===== config.mk =====
export PLATFORM = sky130hd
export DESIGN_NAME = pic_control_logic
export DESIGN_NICKNAME = d
export VERILOG_FILES = /design/src/rtl/pic_pkg.sv /design/src/rtl/inta_sequencer.sv /design/src/rtl/pic_control_logic.sv
export SDC_FILE = /design/constraint.sdc
export NUM_CORES = 1
export LEC_CHECK = 0
export BUFFER_PORTS_ARGS = -buffer_cell sky130_fd_sc_hd__buf_2
export CAP_MARGIN = 20
export CORE_MARGIN = 1
export CORE_UTILIZATION = 35
export DETAILED_ROUTE_END_ITERATION = 10
export GPL_TIMING_DRIVEN = 0
export PLACE_DENSITY_LB_ADDON = 0.15
export SLEW_MARGIN = 20
export SYNTH_ARGS = -nofsm -noshare
export SYNTH_HDL_FRONTEND = slang
export SYNTH_HIERARCHICAL = 1
export SYNTH_SLANG_ARGS = --single-unit

===== constraint.sdc =====
create_clock -name i_clk -period 3.35 [get_ports i_clk]
set_input_delay 0.1675 -clock i_clk [delete_from_list [all_inputs] [get_ports i_clk]]
set_output_delay 0.1675 -clock i_clk [all_outputs]
set_load 0.05 [all_outputs]

===== src/rtl/pic_pkg.sv =====
// Shared types and command encodings for the 8259A-style control logic.
// Init FSM states, ICW1 flag position, OCW select values and OCW2 command codes.
package pic_pkg;

  typedef enum logic [2:0] {
    ST_WAIT_ICW1,
    ST_WAIT_ICW2,
    ST_WAIT_ICW3,
    ST_WAIT_ICW4,
    ST_READY
  } init_state_t;

  localparam int          ICW1_FLAG_BIT = 4;
  localparam logic [1:0]  OCW_SEL_OCW2  = 2'b00;
  localparam logic [1:0]  OCW_SEL_OCW3  = 2'b01;

  // OCW2 command field (din[7:5]) and rotate field (din[7:6]).
  typedef enum logic [2:0] {
    OCW2_NS_EOI   = 3'b001,
    OCW2_SPEC_EOI = 3'b011
  } ocw2_eoi_t;

  typedef enum logic [1:0] {
    OCW2_ROT_NS   = 2'b10,
    OCW2_ROT_SPEC = 2'b11
  } ocw2_rot_t;

endpackage


===== src/rtl/inta_sequencer.sv =====
// INTA falling-edge detector: issues first/second ack strobes and latches the vector.
// Latency: acks one cycle after inta_n sampled low; vector valid one cycle after second_ack.
module inta_sequencer #(
  parameter int VEC_W = 8
) (
  input  logic             i_clk,
  input  logic             i_reset,
  input  logic             i_abort,
  input  logic             i_enable,
  input  logic             i_inta_n,
  input  logic [VEC_W-4:0] i_vec_base,
  input  logic [2:0]       i_int_vec,
  output logic             o_first_ack,
  output logic             o_second_ack,
  output logic [VEC_W-1:0] o_vec_out,
  output logic             o_vec_oe
);

  logic             r_inta_q;
  logic [1:0]       r_ack_cnt;
  logic             r_vec_pending;
  logic             r_first_ack;
  logic             r_second_ack;
  logic [VEC_W-1:0] r_vec_out;
  logic             r_vec_oe;
  logic             w_fall;

  assign w_fall = r_inta_q & ~i_inta_n;

  always_ff @(posedge i_clk) begin
    if (i_reset) begin
      r_inta_q      <= 1'b1;
      r_ack_cnt     <= 2'd0;
      r_vec_pending <= 1'b0;
      r_first_ack   <= 1'b0;
      r_second_ack  <= 1'b0;
      r_vec_out     <= '0;
      r_vec_oe      <= 1'b0;
    end else begin
      r_inta_q      <= i_inta_n;
      r_first_ack   <= 1'b0;
      r_second_ack  <= 1'b0;
      r_vec_pending <= 1'b0;
      // Abort beats a coincident edge: no strobe, counter restarts from the first ack.
      if (i_abort) begin
        r_ack_cnt <= 2'd0;
        r_vec_oe  <= 1'b0;
      end else begin
        if (w_fall && i_enable) begin
          case (r_ack_cnt)
            2'd0: begin
              r_first_ack <= 1'b1;
              r_ack_cnt   <= 2'd1;
            end
            2'd1: begin
              r_second_ack  <= 1'b1;
              r_ack_cnt     <= 2'd0;
              r_vec_pending <= 1'b1;
            end
            default: r_ack_cnt <= 2'd0;
          endcase
        end
        if (r_vec_pending) begin
          r_vec_out <= {i_vec_base, i_int_vec};
          r_vec_oe  <= 1'b1;
        end else if (i_inta_n) begin
          r_vec_oe <= 1'b0;
        end
      end
    end
  end

  assign o_first_ack  = r_first_ack;
  assign o_second_ack = r_second_ack;
  assign o_vec_out    = r_vec_out;
  assign o_vec_oe     = r_vec_oe;

endmodule


===== src/rtl/pic_control_logic.sv =====
// ICW/OCW command sequencer and INTA acknowledge controller for the priority resolver.
// Writes take effect at the sampling edge; INT to the CPU is gated until READY.
module pic_control_logic
  import pic_pkg::*;
#(
  parameter int VEC_W = 8
) (
  input  logic             i_clk,
  input  logic             i_reset,
  input  logic             i_wr,
  input  logic             i_a0,
  input  logic [VEC_W-1:0] i_din,
  input  logic             i_inta_n,
  input  logic             i_int_req,
  input  logic [2:0]       i_int_vec,
  output logic             o_int_out,
  output logic             o_ltim,
  output logic [VEC_W-1:0] o_im,
  output logic [VEC_W-1:0] o_operation,
  output logic             o_op_strobe,
  output logic             o_aeoi,
  output logic             o_sngl,
  output logic             o_read_isr,
  output logic             o_first_ack,
  output logic             o_second_ack,
  output logic [VEC_W-1:0] o_vec_out,
  output logic             o_vec_oe,
  output logic             o_init_done
);

  init_state_t      r_state;
  init_state_t      w_state_nxt;
  logic             w_init_done;
  logic             w_icw1;
  logic             w_data_wr;
  logic             w_cmd_wr;
  logic [1:0]       w_ocw_sel;

  logic             r_ltim;
  logic             r_sngl;
  logic             r_ic4;
  logic             r_aeoi;
  logic             r_read_isr;
  logic             r_op_strobe;
  logic [VEC_W-1:0] r_im;
  logic [VEC_W-1:0] r_operation;
  logic [VEC_W-1:0] r_icw3;
  logic [VEC_W-4:0] r_vec_base;
  logic             w_unused_icw3;

  assign w_icw1    = i_wr & ~i_a0 & i_din[ICW1_FLAG_BIT];
  assign w_data_wr = i_wr & i_a0;
  assign w_cmd_wr  = i_wr & ~i_a0 & ~i_din[ICW1_FLAG_BIT];
  assign w_ocw_sel = i_din[4:3];

  // Slave-ID byte is captured for completeness; cascade addressing is handled elsewhere.
  assign w_unused_icw3 = ^r_icw3;

  always_ff @(posedge i_clk) begin
    if (i_reset) r_state <= ST_WAIT_ICW1;
    else         r_state <= w_state_nxt;
  end

  always_comb begin
    w_state_nxt = r_state;
    if (w_icw1) begin
      w_state_nxt = ST_WAIT_ICW2;
    end else if (w_data_wr) begin
      case (r_state)
        ST_WAIT_ICW2: w_state_nxt = !r_sngl ? ST_WAIT_ICW3 : (r_ic4 ? ST_WAIT_ICW4 : ST_READY);
        ST_WAIT_ICW3: w_state_nxt = r_ic4 ? ST_WAIT_ICW4 : ST_READY;
        ST_WAIT_ICW4: w_state_nxt = ST_READY;
        default:      w_state_nxt = r_state;
      endcase
    end
  end

  always_comb begin
    w_init_done = (r_state == ST_READY);
  end

  always_ff @(posedge i_clk) begin
    if (i_reset) begin
      r_ltim      <= 1'b0;
      r_sngl      <= 1'b1;
      r_ic4       <= 1'b0;
      r_aeoi      <= 1'b0;
      r_read_isr  <= 1'b0;
      r_op_strobe <= 1'b0;
      r_im        <= '1;
      r_operation <= '0;
      r_icw3      <= '0;
      r_vec_base  <= '0;
    end else begin
      r_op_strobe <= 1'b0;
      if (w_icw1) begin
        r_ltim      <= i_din[3];
        r_sngl      <= i_din[1];
        r_ic4       <= i_din[0];
        r_im        <= '0;
        r_operation <= '0;
        r_aeoi      <= 1'b0;
        r_read_isr  <= 1'b0;
      end else begin
        case (r_state)
          ST_WAIT_ICW2: if (w_data_wr) r_vec_base <= i_din[VEC_W-1:3];
          ST_WAIT_ICW3: if (w_data_wr) r_icw3 <= i_din;
          ST_WAIT_ICW4: if (w_data_wr) r_aeoi <= i_din[1];
          ST_READY: begin
            if (w_data_wr) begin
              r_im <= i_din;
            end else if (w_cmd_wr && w_ocw_sel == OCW_SEL_OCW2) begin
              r_operation <= i_din;
              r_op_strobe <= 1'b1;
            end else if (w_cmd_wr && w_ocw_sel == OCW_SEL_OCW3 && i_din[1]) begin
              r_read_isr <= i_din[0];
            end
          end
          default: ;
        endcase
      end
    end
  end

  inta_sequencer #(
    .VEC_W (VEC_W)
  ) u_inta_sequencer (
    .i_clk        (i_clk),
    .i_reset      (i_reset),
    .i_abort      (w_icw1),
    .i_enable     (w_init_done),
    .i_inta_n     (i_inta_n),
    .i_vec_base   (r_vec_base),
    .i_int_vec    (i_int_vec),
    .o_first_ack  (o_first_ack),
    .o_second_ack (o_second_ack),
    .o_vec_out    (o_vec_out),
    .o_vec_oe     (o_vec_oe)
  );

  assign o_int_out   = i_int_req & w_init_done;
  assign o_init_done = w_init_done;
  assign o_ltim      = r_ltim;
  assign o_sngl      = r_sngl;
  assign o_aeoi      = r_aeoi;
  assign o_read_isr  = r_read_isr;
  assign o_im        = r_im;
  assign o_operation = r_operation;
  assign o_op_strobe = r_op_strobe;

endmodule


Word level (Yosys, flattened, before mapping):

Cells that the tools add are included.

* register bits after elaboration: 44
* logic and storage cells: 73

* equal/unequal tests: 6
* muxes and demuxes: 14
* bitwise gates (word level): 14
* reductions and logical operators: 22

Operators by type and width (count)
* 2-to-1 mux 8 bit: 3
* AND reduction 2 bit: 5
* one-hot mux 3 bit (3 select lines): 1
* 2-to-1 mux 1 bit: 8
* inverter 1 bit: 8
* bitwise AND 1 bit: 6
* == test 3 x 2 -> 1 bit (second input constant): 2
* 2-to-1 mux 3 bit: 2
* AND reduction 3 bit: 2
* nonzero test 2 bit: 3
* == test 2 x 1 -> 1 bit (second input constant): 2
* logical AND 1 bit: 4
* zero test 2 bit: 2
* AND reduction 4 bit: 1
* nonzero test 4 bit: 1
* OR reduction 4 bit: 1
* == test 3 x 1 -> 1 bit (second input constant): 1
* == test 3 bit (second input constant): 1
* nonzero test 3 bit: 1
* OR reduction 3 bit: 1
* OR reduction 2 bit: 1

Longest topological paths before layout:

* word-level depth: 6
* depth in mapped cells: 8

Hierarchy:

The synthesis kept the hierarchy.

By module, submodules not included
* pic_control_logic: times used 1, cells each 139, area an instance 1272.5 um2, sequential area each 600.6 um2
* inta_sequencer: times used 1, cells each 44, area an instance 452.9 um2, sequential area each 260.2 um2

Worst setup path before layout:

No wires, ideal clock.

* kind: register -> output
* start point: register r_state[2]
* end point: output o_int_out
* data arrival time: 1643 ps
* required time: 3182 ps
* slack: 1540 ps
* stages on the path, launching flop included: 5
* buffers on the path: 1
* path through: dfxtp_1 > or3b_4 > inv_1 > buf_2 > and2_1

* longest elaborated chain between the ends: 2

RTL lines
* from (decl): RTL line pic_control_logic.sv:31 `init_state_t r_state;`
* from (signal assigned): RTL line pic_control_logic.sv:61 `else r_state <= w_state_nxt;`
* == test 3 bit: RTL line pic_control_logic.sv:79 `w_init_done = (r_state == ST_READY);`
* via o_init_done: RTL line pic_control_logic.sv:28 `output logic o_init_done`
* bitwise AND 1 bit: RTL line pic_control_logic.sv:141 `assign o_int_out = i_int_req & w_init_done;`
* to (decl): RTL line pic_control_logic.sv:16 `output logic o_int_out,`

The timed path passes the listed nets, and every way through them passes these cells.

Worst setup path in the final report:

* start point: register r_state[2]
* end point: output o_int_out

* longest elaborated chain between the ends: 2

RTL lines (RTL line)
* == test 3 bit: pic_control_logic.sv:79
* bitwise AND 1 bit: pic_control_logic.sv:141

No other way between the ends.

==> impl_metrics.py <==
metrics = {
    "pwr": {
        "comb_power_share": 0.100,
        "clock_power_share": 0.363,
        "pwr-share-seq": 0.536,
        "p_switching_mw": 0.247,
        "vdd_drop_max_uv": 213,
        "leakagePower_nw": 0.896,
        "cellPowerDensity_mw_per_mm2": 458,
        "p_int_mw": 0.738,
        "swShare": 0.251,
        "total_power_mw": 0.985,
    },
    "global_routing": {
        "antenna_found_initial": 0,
        "track_usage": 0.167,
        "grt_pass1_wl_mm": 6.64,
        "grt_pass1_vias": 1361,
        "grt_max_degree": 13,
        "overflow": 0,
    },
    "setup_path": {
        "worstPathRequired_ns": 3.18,
        "critPathMaxFanout": 12,
        "cp_cell_sequence": "or3b_4 -> inv_1 -> buf_2 -> and2_1 -> buf_2",
        "critPathLaunchType": "flop",
        "crit_type": "flop to primary output",
        "cp-end-kind": "primary output",
        "worst-endpoint-arrival_ns": 1.85,
        "slowest_stage": "or3b_4",
        "path_common_cell": "buf_2",
        "cp_slowest_stage_delay_ns": 0.45,
    },
    "routing": {
        "drc": 0,
        "drtIter0Drc": 82,
        "wl_mm": 4.02,
        "vias_per_cell": 4.83,
        "first_pass_iters": 4,
        "vias": 1478,
        "drtAntennaViolNets": 0,
        "post_drt_wl_per_cell_um": 13.1,
    },
    "layout": {
        "nFillCells": 474,
        "drive_gt1_frac": 0.272,
        "final_net_count": 255,
        "diodes": 0,
        "final_area_mm2": 0.00215,
        "area_growth_pct": 24.6,
    },
    "synth": {
        "syn-cell-area_mm2": 0.00173,
        "syn-num-nets": 200,
        "yosysTopAreaCellShare": 0.499,
        "avgSynthCellArea_um2": 9.43,
        "ys_dominant_reg_cell": "dfxtp_1",
        "yosysTopAreaCell": "dfxtp_1",
        "yosys_warnings": 6,
        "ys_async_sr_fraction": 0,
        "synth_edf_count": 0,
        "synth_seq_cells": 43,
        "synthTopCellsByCount": "dfxtp_1 (43), nand3_1 (19), mux2i_1 (15)",
        "yosysSeqAreaShare": 0.499,
        "synth_area_leaders": "dfxtp_1 (50%), mux2i_1 (8.7%), nand3_1 (5.5%)",
        "yosys.cell_types.count": 33,
        "yosysMostFrequentCell": "dfxtp_1",
        "synth_cells": 183,
    },
    "timing": {
        "max_freq_ghz": 0.497,
        "setup_slack_ns": 1.34,
        "holdWs_ns": 0.0997,
        "period_share": 0.601,
        "finalHoldViolCount": 0,
        "fin_setup_tns_ns": 0,
        "tightest_slew_ns": 0.652,
        "fin_skew_ns": 0.00247,
        "relSlewSlack": 0.562,
        "rsz0062_at_grt": "false",
        "setup_viol": 0,
        "maxSlewViolCount": 0,
        "fin_crit_ns": 2.01,
    },
    "clock_tree": {
        "cts_tree": "yes",
        "ctsHoldBuffers": 0,
        "cts_buffers": 5,
        "clkSinkCount": 43,
        "ctsResizeCount": 0,
        "path_clk_slew_ns": 0.08,
        "clk_latency_ns": 0.29,
        "cts_setup_buffers": 0,
        "root_buffer": "clkbuf_8",
        "clk_path_buf_depth": 2,
        "h-tree-depth": 2,
    },
    "placed_design": {
        "dp_hpwl_mm": 2.90,
        "placed_area_mm2": 0.00205,
        "gp_congestion": 0.789,
        "io_buffers": 48,
        "place_ws_ns": 1.34,
    },
    "floorplanning": {
        "ios": 51,
        "chipHeight_um": 72.2,
        "die_area_mm2": 0.00521,
        "core_mm2": 0.00472,
        "chipWidth_um": 72.2,
        "start_util": 0.365,
        "rows": 25,
    },
    "hold_path": {
        "hp-class": "input port to flop",
    },
    "status": {
        "status": "finished, final reports clean",
    },
    "job": {
        "maxCapViolCount": 0,
    },
}
-- cells by family (layout without fill, tap and decap cells) --
kind of cell	count (synthesis)	in the layout	share of synthesized area
muxes	15	15	0.0870
AOI/OAI and AO/OA	34	34	0.130
DFF	43	43	0.499
buffers and inverters	18	74	0.0457
and+or+nand+nor	73	73	0.239
-- final timing paths --
check	from	endpoint	slack (ns)	depth (start not counted)
setup / recovery	r_state[2]	o_int_out	1.34	5
hold / removal	i_inta_n	u_inta_sequencer/r_inta_q	0.1	2
setup reg to reg	r_state[2]	o_operation[6]	1.65	3
hold reg to reg	u_inta_sequencer/r_ack_cnt[0]	u_inta_sequencer/o_first_ack	0.46	1
-- per-layer routing --
metal,track usage,part of all wire,vias up
li1,-,-,764
met4,0.0523,0.0062,0
met3,0.0528,0.047,2
met2,0.242,0.45,41
met5,0,0,-
met1,0.236,0.50,671
-- state kept, by name (all words and copies together) (netlist names), 3 cells and up --
register / count
r_vec_base: 5
o_im: 8
r_state: 3
o_operation: 8
u_inta_sequencer/o_vec_out: 8
-- worst max-delay path: cells and delay by family (launching register included) --
kind                   cells  cell delay (ns)
DFF                        1             0.42
and+or+nand+nor            2             0.59
buffers and inverters      3             0.54
-- cells in the final DEF (no fill, tap or decap), drive strengths merged, types with 3 or more instances in the layout --
cell    Yosys  routed
o21ai       7       7
mux2i      15      15
nand3b      4       4
a21oi      14      14
and3        7       7
nand3      19      19
clkbuf      7      15
nand2      11      11
a311o       7       7
dfxtp      43      43
nor2       11      11
nand2b      3       3
inv         7       7
nor3        3       3
buf         4      52
-- through the flow --
stage          instances   util
3_3_place_gp         298  0.434
5_1_grt              306  0.455
6_report             306  0.455
2_1_floorplan        183      -
3_5_place_dp         298  0.434
4_1_cts              306  0.455
-- power groups by stage --
stage,clock network [mW],registers [mW],logic [mW]
after floorplan,0,0.564,0.0408
after global placement,0,0.540,0.0993
after detailed placement,0,0.540,0.0991
after CTS,0.371,0.528,0.0996
after global routing,0.392,0.529,0.108
final,0.358,0.528,0.0989
-- final cells by class --
| type | instances | area, µm² | area share |
|---|---|---|---|
| flip-flops and latches | 43 | 861 | 0.400 |
| repair buffers | 48 | 240 | 0.112 |
| well taps | 67 | 83.8 | 0.0390 |
| inverters | 7 | 26.3 | 0.0122 |
| multi-input cells | 122 | 786 | 0.366 |
| plain buffers | 11 | 52.6 | 0.0244 |
| clock buffers | 8 | 100 | 0.0466 |
(Power assumes the default switching activity.)
